`config.mk`:
```
export PLATFORM = sky130hd
export DESIGN_NAME = axi_vga_fetch_sched
export DESIGN_NICKNAME = d
export VERILOG_FILES = /design/src/rtl/axi_vga_fetch_sched.sv
export SDC_FILE = /design/constraint.sdc
export NUM_CORES = 1
export LEC_CHECK = 0
export CAP_MARGIN = 0
export CORE_MARGIN = 5
export CORE_UTILIZATION = 55
export DETAILED_ROUTE_END_ITERATION = 16
export PLACE_DENSITY = 0.79
export SETUP_SLACK_MARGIN = 0.15
export SYNTH_ARGS = -nofsm -noshare
export SYNTH_HDL_FRONTEND = slang
export SYNTH_SLANG_ARGS = --single-unit
```
`constraint.sdc`:
```
create_clock -name pxl_clk -period 7.05 [get_ports pxl_clk]
set_clock_uncertainty 0.2 [all_clocks]
set_input_delay 1.41 -clock pxl_clk [delete_from_list [all_inputs] [get_ports pxl_clk]]
set_output_delay 1.41 -clock pxl_clk [all_outputs]
set_load 0.02 [all_outputs]
```
`src/rtl/axi_vga_fetch_sched.sv`:
```
// Pixel-clock fetch scheduler: walks the visible frame and issues credit-gated
// burst read requests to the read DMA, flagging FIFO underflow and frame overrun.
module axi_vga_fetch_sched #(
    parameter int unsigned AddrWidth  = 64,
    parameter int unsigned BurstLen   = 16,
    parameter int unsigned FifoDepth  = 64,
    parameter int unsigned PixelBytes = 2
) (
    input  logic                 pxl_clk,
    input  logic                 rst_ni,
    input  logic                 enable_i,
    input  logic [AddrWidth-1:0] fb_base_i,
    input  logic [31:0]          stride_i,
    input  logic [15:0]          h_visible_i,
    input  logic [15:0]          v_visible_i,
    input  logic                 frame_start_i,
    input  logic                 visible_i,
    input  logic                 fifo_nonempty_i,
    input  logic                 pop_i,
    output logic                 req_valid_o,
    input  logic                 req_ready_i,
    output logic [AddrWidth-1:0] req_addr_o,
    output logic [7:0]           req_len_o,
    output logic                 busy_o,
    output logic                 underflow_o,
    output logic                 overrun_o
);

    localparam int unsigned ResW = $clog2(FifoDepth + 1);
    localparam logic [AddrWidth-1:0] PixB = AddrWidth'(PixelBytes);

    typedef enum logic [1:0] {IDLE, WAIT_FRAME, CREDIT, ISSUE} state_e;
    state_e state_q, state_d;

    logic [AddrWidth-1:0] line_addr_q, req_addr_q;
    logic [31:0]          stride_q;
    logic [15:0]          h_vis_q, v_vis_q, pix_off_q, line_cnt_q;
    logic [ResW-1:0]      reserved_q;
    logic [7:0]           req_len_q;
    logic                 restart_pend_q, req_valid_q, busy_q, underflow_q, overrun_q;

    logic [15:0] remain, pix_next;
    logic [7:0]  len_c;
    logic        credit_ok, hs, line_end, frame_end, latch, load, pop_eff;
    logic [ResW:0] res_sum;

    assign remain    = h_vis_q - pix_off_q;
    assign len_c     = (remain >= 16'(BurstLen)) ? 8'(BurstLen) : remain[7:0];
    assign credit_ok = (32'(reserved_q) + 32'(len_c)) <= 32'(FifoDepth);
    assign hs        = (state_q == ISSUE) && req_ready_i;
    assign pix_next  = pix_off_q + 16'(req_len_q);
    assign line_end  = (pix_next == h_vis_q);
    assign frame_end = line_end && ((line_cnt_q + 16'd1) == v_vis_q);
    assign pop_eff   = pop_i && (reserved_q != '0);
    assign res_sum   = {1'b0, reserved_q} + (hs ? (ResW+1)'(req_len_q) : '0);

    always_comb begin
        state_d = state_q;
        latch   = 1'b0;
        load    = 1'b0;
        unique case (state_q)
            IDLE: if (enable_i) state_d = WAIT_FRAME;
            WAIT_FRAME: begin
                if (!enable_i) state_d = IDLE;
                else if (frame_start_i) begin
                    latch   = 1'b1;
                    state_d = CREDIT;
                end
            end
            CREDIT: begin
                if (!enable_i) state_d = IDLE;
                else if (frame_start_i) latch = 1'b1;
                else if (credit_ok) begin
                    load    = 1'b1;
                    state_d = ISSUE;
                end
            end
            ISSUE: begin
                // A pending request is never withdrawn; disable/restart wait for the handshake.
                if (hs) begin
                    if (!enable_i) state_d = IDLE;
                    else if (restart_pend_q || frame_start_i) begin
                        latch   = 1'b1;
                        state_d = CREDIT;
                    end else if (frame_end) state_d = WAIT_FRAME;
                    else state_d = CREDIT;
                end
            end
            default: state_d = IDLE;
        endcase
    end

    always_ff @(posedge pxl_clk or negedge rst_ni) begin
        if (!rst_ni) state_q <= IDLE;
        else         state_q <= state_d;
    end

    always_ff @(posedge pxl_clk or negedge rst_ni) begin
        if (!rst_ni) begin
            line_addr_q    <= '0;
            stride_q       <= '0;
            h_vis_q        <= '0;
            v_vis_q        <= '0;
            pix_off_q      <= '0;
            line_cnt_q     <= '0;
            reserved_q     <= '0;
            req_addr_q     <= '0;
            req_len_q      <= '0;
            restart_pend_q <= 1'b0;
            req_valid_q    <= 1'b0;
            busy_q         <= 1'b0;
            underflow_q    <= 1'b0;
            overrun_q      <= 1'b0;
        end else begin
            if (latch) begin
                line_addr_q <= fb_base_i;
                stride_q    <= stride_i;
                h_vis_q     <= h_visible_i;
                v_vis_q     <= v_visible_i;
                pix_off_q   <= '0;
                line_cnt_q  <= '0;
            end else if (hs) begin
                if (line_end) begin
                    pix_off_q   <= '0;
                    line_addr_q <= line_addr_q + AddrWidth'(stride_q);
                    line_cnt_q  <= line_cnt_q + 16'd1;
                end else begin
                    pix_off_q <= pix_next;
                end
            end
            if (load) begin
                req_addr_q <= line_addr_q + AddrWidth'(pix_off_q) * PixB;
                req_len_q  <= len_c;
            end
            reserved_q     <= ResW'(res_sum - (ResW+1)'(pop_eff));
            restart_pend_q <= (state_q == ISSUE) && !hs && (restart_pend_q || frame_start_i);
            req_valid_q    <= (state_d == ISSUE);
            busy_q         <= (state_d == CREDIT) || (state_d == ISSUE);
            underflow_q    <= underflow_q | (visible_i & ~fifo_nonempty_i);
            overrun_q      <= overrun_q | (frame_start_i & ((state_q == CREDIT) || (state_q == ISSUE)));
        end
    end

    assign req_valid_o = req_valid_q;
    assign req_addr_o  = req_addr_q;
    assign req_len_o   = req_len_q;
    assign busy_o      = busy_q;
    assign underflow_o = underflow_q;
    assign overrun_o   = overrun_q;

endmodule

```
==> flow_summary.ini <==
[layout]
post-route-cell-area_um2 = 19900
seq_area_um2 = 6160
proportion_of_layout_cells_with_a_drive_suffix_above_1_pct = 4.28
nFillCells = 2473
synthToLayoutAreaGrowth_pct = 19.8
nets = 2346
antenna-diode-count = 0
multi_input_comb_area_um2 = 9790

[pwr]
power_per_cell_area_nw_per_um2 = 408
p_leak_nw = 8.93
worst_ir_drop_vdd_v = 0.000218

[cts]
clkTransAtPathRegs_ns = 0.06
clk-insertion-delay-late_ns = 0.55
ctsRootBufferMaster = sky130_fd_sc_hd__clkbuf_16
cts_setup_buffers = 0
holdBufCountCts = 0
cts_made_buffers = 29
cts_max_path_buffers = 3
cts_tree = done
post_cts.resized_instances = 0
clock_sinks = 246
h-tree-depth = 1

[timing]
setup_tns_ns = 0
slew_viol_final = 0
timing_worst_slew_pin_value_ns = 1.06
setup_viol_count_final = 0
slew_headroom_pct = 29.2
setup_ws_ns = 0.994
finalCriticalPeriod_ns = 6.06
max_freq_mhz = 165
layout_worst_path_cycle_share_pct = 85.9
timing.final.hold_violations = 0
grt_setup_unrepaired = false

[route]
route.final.wire_length_um = 47200
post-route-drc-count = 0
vias_per_cell = 6.02
final_antenna_net_count = 0
detail_route.first_pass.iterations = 5
initialDrtViolationCount = 1343
via_count = 15100
wire_per_inst_um = 18.7

[yosys]
post_synth_and_or_nand_nor_area_fraction_pct = 22.8
synthesized_area_fraction_occupied_by_ao_oa_aoi_and_oai_cells_pct = 17.3
synth_adder_area_share_pct = 7.90
synth_largest_area_cell = sky130_fd_sc_hd__dfrtp_1
netlist_top_cells_area = sky130_fd_sc_hd__dfrtp_1 (37%), sky130_fd_sc_hd__nand2_1 (8.3%), sky130_fd_sc_hd__ha_1 (7.2%), sky130_fd_sc_hd__xor2_1 (4.5%), sky130_fd_sc_hd__o21ai_0 (4.2%)
post-synth-top-count-cell = sky130_fd_sc_hd__nand2_1
postSynth.topFlopCell = sky130_fd_sc_hd__dfrtp_1
synthXorXnorAreaFrac_pct = 8.17
synth.top_cells.by_count = sky130_fd_sc_hd__nand2_1 (368), sky130_fd_sc_hd__dfrtp_1 (246), sky130_fd_sc_hd__o21ai_0 (138), sky130_fd_sc_hd__nor2_1 (109), sky130_fd_sc_hd__ha_1 (95)
synth-seq-area-share_pct = 37.1
synth.lib_cells_used.distinct = 84
synth_mux_area_share_pct = 2.72
gate_count_after_technology_mapping = 1955
synth_largest_type_area_fraction_pct = 37.1
async_flop_share_pct = 100
synth_top_family_by_area = simple AND/OR/NAND/NOR gates
mappedNetlistArea_um2 = 16600
synth.yosys.warnings = 0
synth-seq-cells = 246
synth_edf_count = 0
average_cell_area_after_synthesis_um2 = 8.48

[global_route]
grt_util_met3_pct = 3.28
grt_pass1_vias = 14700
globalRoute.busiestLayer = met2
grt_antenna_before_repair = 0
use_met1_pct = 39.0
grt_max_degree = 147
overflow = 0
grt_usage_pct = 27.4
groute.layer.met2.usage_pct = 44.4
grt_pass1_wl_um = 76500

[placement]
port-buffer-count = 211
finalWeightedCongestion = 0.945
area_post_placement_um2 = 18900
place_ws_ns = 1.05
hpwl_um = 34900

[floorplanning]
dieWidth_um = 184
fp.dieH_um = 184
fp-row-count = 63
floorplan.io_pins = 212
fp.dieArea_um2 = 33700
core_region_area_um2 = 29700
initial_utilization_pct = 55.8

[worst_setup_path]
cp_max_fo = 17
reg2reg_setup_slack_ns = 0.99
critical_path_class = reg2reg
required_time_at_the_worst_slack_endpoint_ns = 7.32
cp.arrival_ns = 6.33
cp_endpoint_kind = flop
critical_path.startpoint_type = flop

[worst_hold_path]
hold_path.class = reg2reg

[status]
status = finished, final reports clean

[flow_run]
max_cap_viol_count = 0
worst paths after layout:
check,from,endpoint,depth (start not counted)
max in group asynchronous,rst_ni,req_len_o[1]$_DFFE_PN0P_,2
min reg2reg,underflow_o$_DFF_PN0_,underflow_o$_DFF_PN0_,1
min in group asynchronous,rst_ni,stride_q[30]$_DFFE_PN0P_,1
max reg2reg,h_vis_q[0]$_DFFE_PN0P_,req_valid_o$_DFF_PN0_,23
max,h_vis_q[0]$_DFFE_PN0P_,req_valid_o$_DFF_PN0_,23
min,underflow_o$_DFF_PN0_,underflow_o$_DFF_PN0_,1
state kept, by name, summed over array words and instances, names as in the netlist, 2 cells and up:
signal       count
line_addr_q     64
h_vis_q         16
stride_q        32
reserved_q       7
v_vis_q         16
req_len_o        8
pix_off_q       16
req_addr_o      64
state_q          2
line_cnt_q      16
worst max-delay path, stage by stage (launching register included):
cell	delay (ns)
sky130_fd_sc_hd__dfrtp_1	0.40
sky130_fd_sc_hd__inv_1	0.08
sky130_fd_sc_hd__ha_1	0.16
sky130_fd_sc_hd__inv_1	0.06
sky130_fd_sc_hd__fa_1	0.39
sky130_fd_sc_hd__a21o_1	0.17
sky130_fd_sc_hd__a21oi_1	0.21
sky130_fd_sc_hd__nor2b_1	0.10
sky130_fd_sc_hd__o21a_1	0.17
sky130_fd_sc_hd__o41ai_1	0.42
sky130_fd_sc_hd__mux2_2	0.39
sky130_fd_sc_hd__nor4_1	0.25
sky130_fd_sc_hd__o211ai_1	0.37
sky130_fd_sc_hd__nor2_1	0.32
sky130_fd_sc_hd__ha_1	0.29
sky130_fd_sc_hd__a211oi_1	0.21
sky130_fd_sc_hd__o21bai_1	0.13
sky130_fd_sc_hd__and2_1	0.18
sky130_fd_sc_hd__o21ai_0	0.15
sky130_fd_sc_hd__a32oi_1	0.12
sky130_fd_sc_hd__o32a_2	0.50
sky130_fd_sc_hd__o21ai_0	0.40
sky130_fd_sc_hd__mux2i_1	0.14
sky130_fd_sc_hd__o2bb2ai_1	0.15
per-stage QoR:
step / power (W) / hold slack [ns] / std cells / utilization (%)
2_1_floorplan: 0.00529 / 0.250 / 1956 / -
3_3_place_gp: 0.00640 / 0.239 / 2468 / 63.6
3_5_place_dp: 0.00653 / 0.247 / 2468 / 63.6
4_1_cts: 0.00810 / 0.261 / 2516 / 66.8
5_1_grt: 0.00872 / 0.275 / 2516 / 66.8
6_report: 0.00811 / 0.255 / 2516 / 66.8
cell usage in the layout, fill, tap and decap left out, types with 24 or more instances in the layout:
cell,netlist,layout
sky130_fd_sc_hd__and3_1,32,32
sky130_fd_sc_hd__dfrtp_1,246,246
sky130_fd_sc_hd__xor2_1,85,85
sky130_fd_sc_hd__a21oi_1,86,85
sky130_fd_sc_hd__o21ai_0,138,138
sky130_fd_sc_hd__a31oi_1,27,27
sky130_fd_sc_hd__a21o_1,34,34
sky130_fd_sc_hd__xnor2_1,67,67
sky130_fd_sc_hd__clkbuf_16,0,29
sky130_fd_sc_hd__ha_1,95,95
sky130_fd_sc_hd__nand4_1,37,37
sky130_fd_sc_hd__o31ai_1,25,25
sky130_fd_sc_hd__o211ai_1,24,24
sky130_fd_sc_hd__nor2_1,109,109
sky130_fd_sc_hd__nand3_1,79,79
sky130_fd_sc_hd__nand2_1,368,367
sky130_fd_sc_hd__mux2i_1,36,36
sky130_fd_sc_hd__clkdlybuf4s50_1,0,210
sky130_fd_sc_hd__inv_1,70,70
routing by layer:
metal / share of wire, % / vias to the layer above
li1: - / 7223
met1: 44 / 7260
met2: 46 / 563
met3: 7.0 / 99
met4: 3.1 / 0
met5: 0 / -
cell families after synthesis:
kind of cell,after synthesis
buf+inv,168
other cells,1
flops,246
simple gates,795
xor+xnor,153
mux,44
fa+ha+maj,101
compound gates,447
area by class of cell:
class / instances / area share, %
clock buffers: 39 / 4.20
clock inverters: 9 / 0.643
inverters: 70 / 1.32
multi-input cells: 1542 / 49.3
flip-flops and latches: 246 / 31.0
well taps: 390 / 2.46
repair buffers: 220 / 11.1
report_power, final:
part | internal [W] | switching (W) | total, W | leakage (nW)
clock network | 0.000926 | 0.000601 | 0.00153 | 0.466
registers | 0.00193 | 0.000586 | 0.00252 | 3.15
logic | 0.00179 | 0.00227 | 0.00407 | 5.32
No activity file was read; power rests on OpenSTA's default activity.
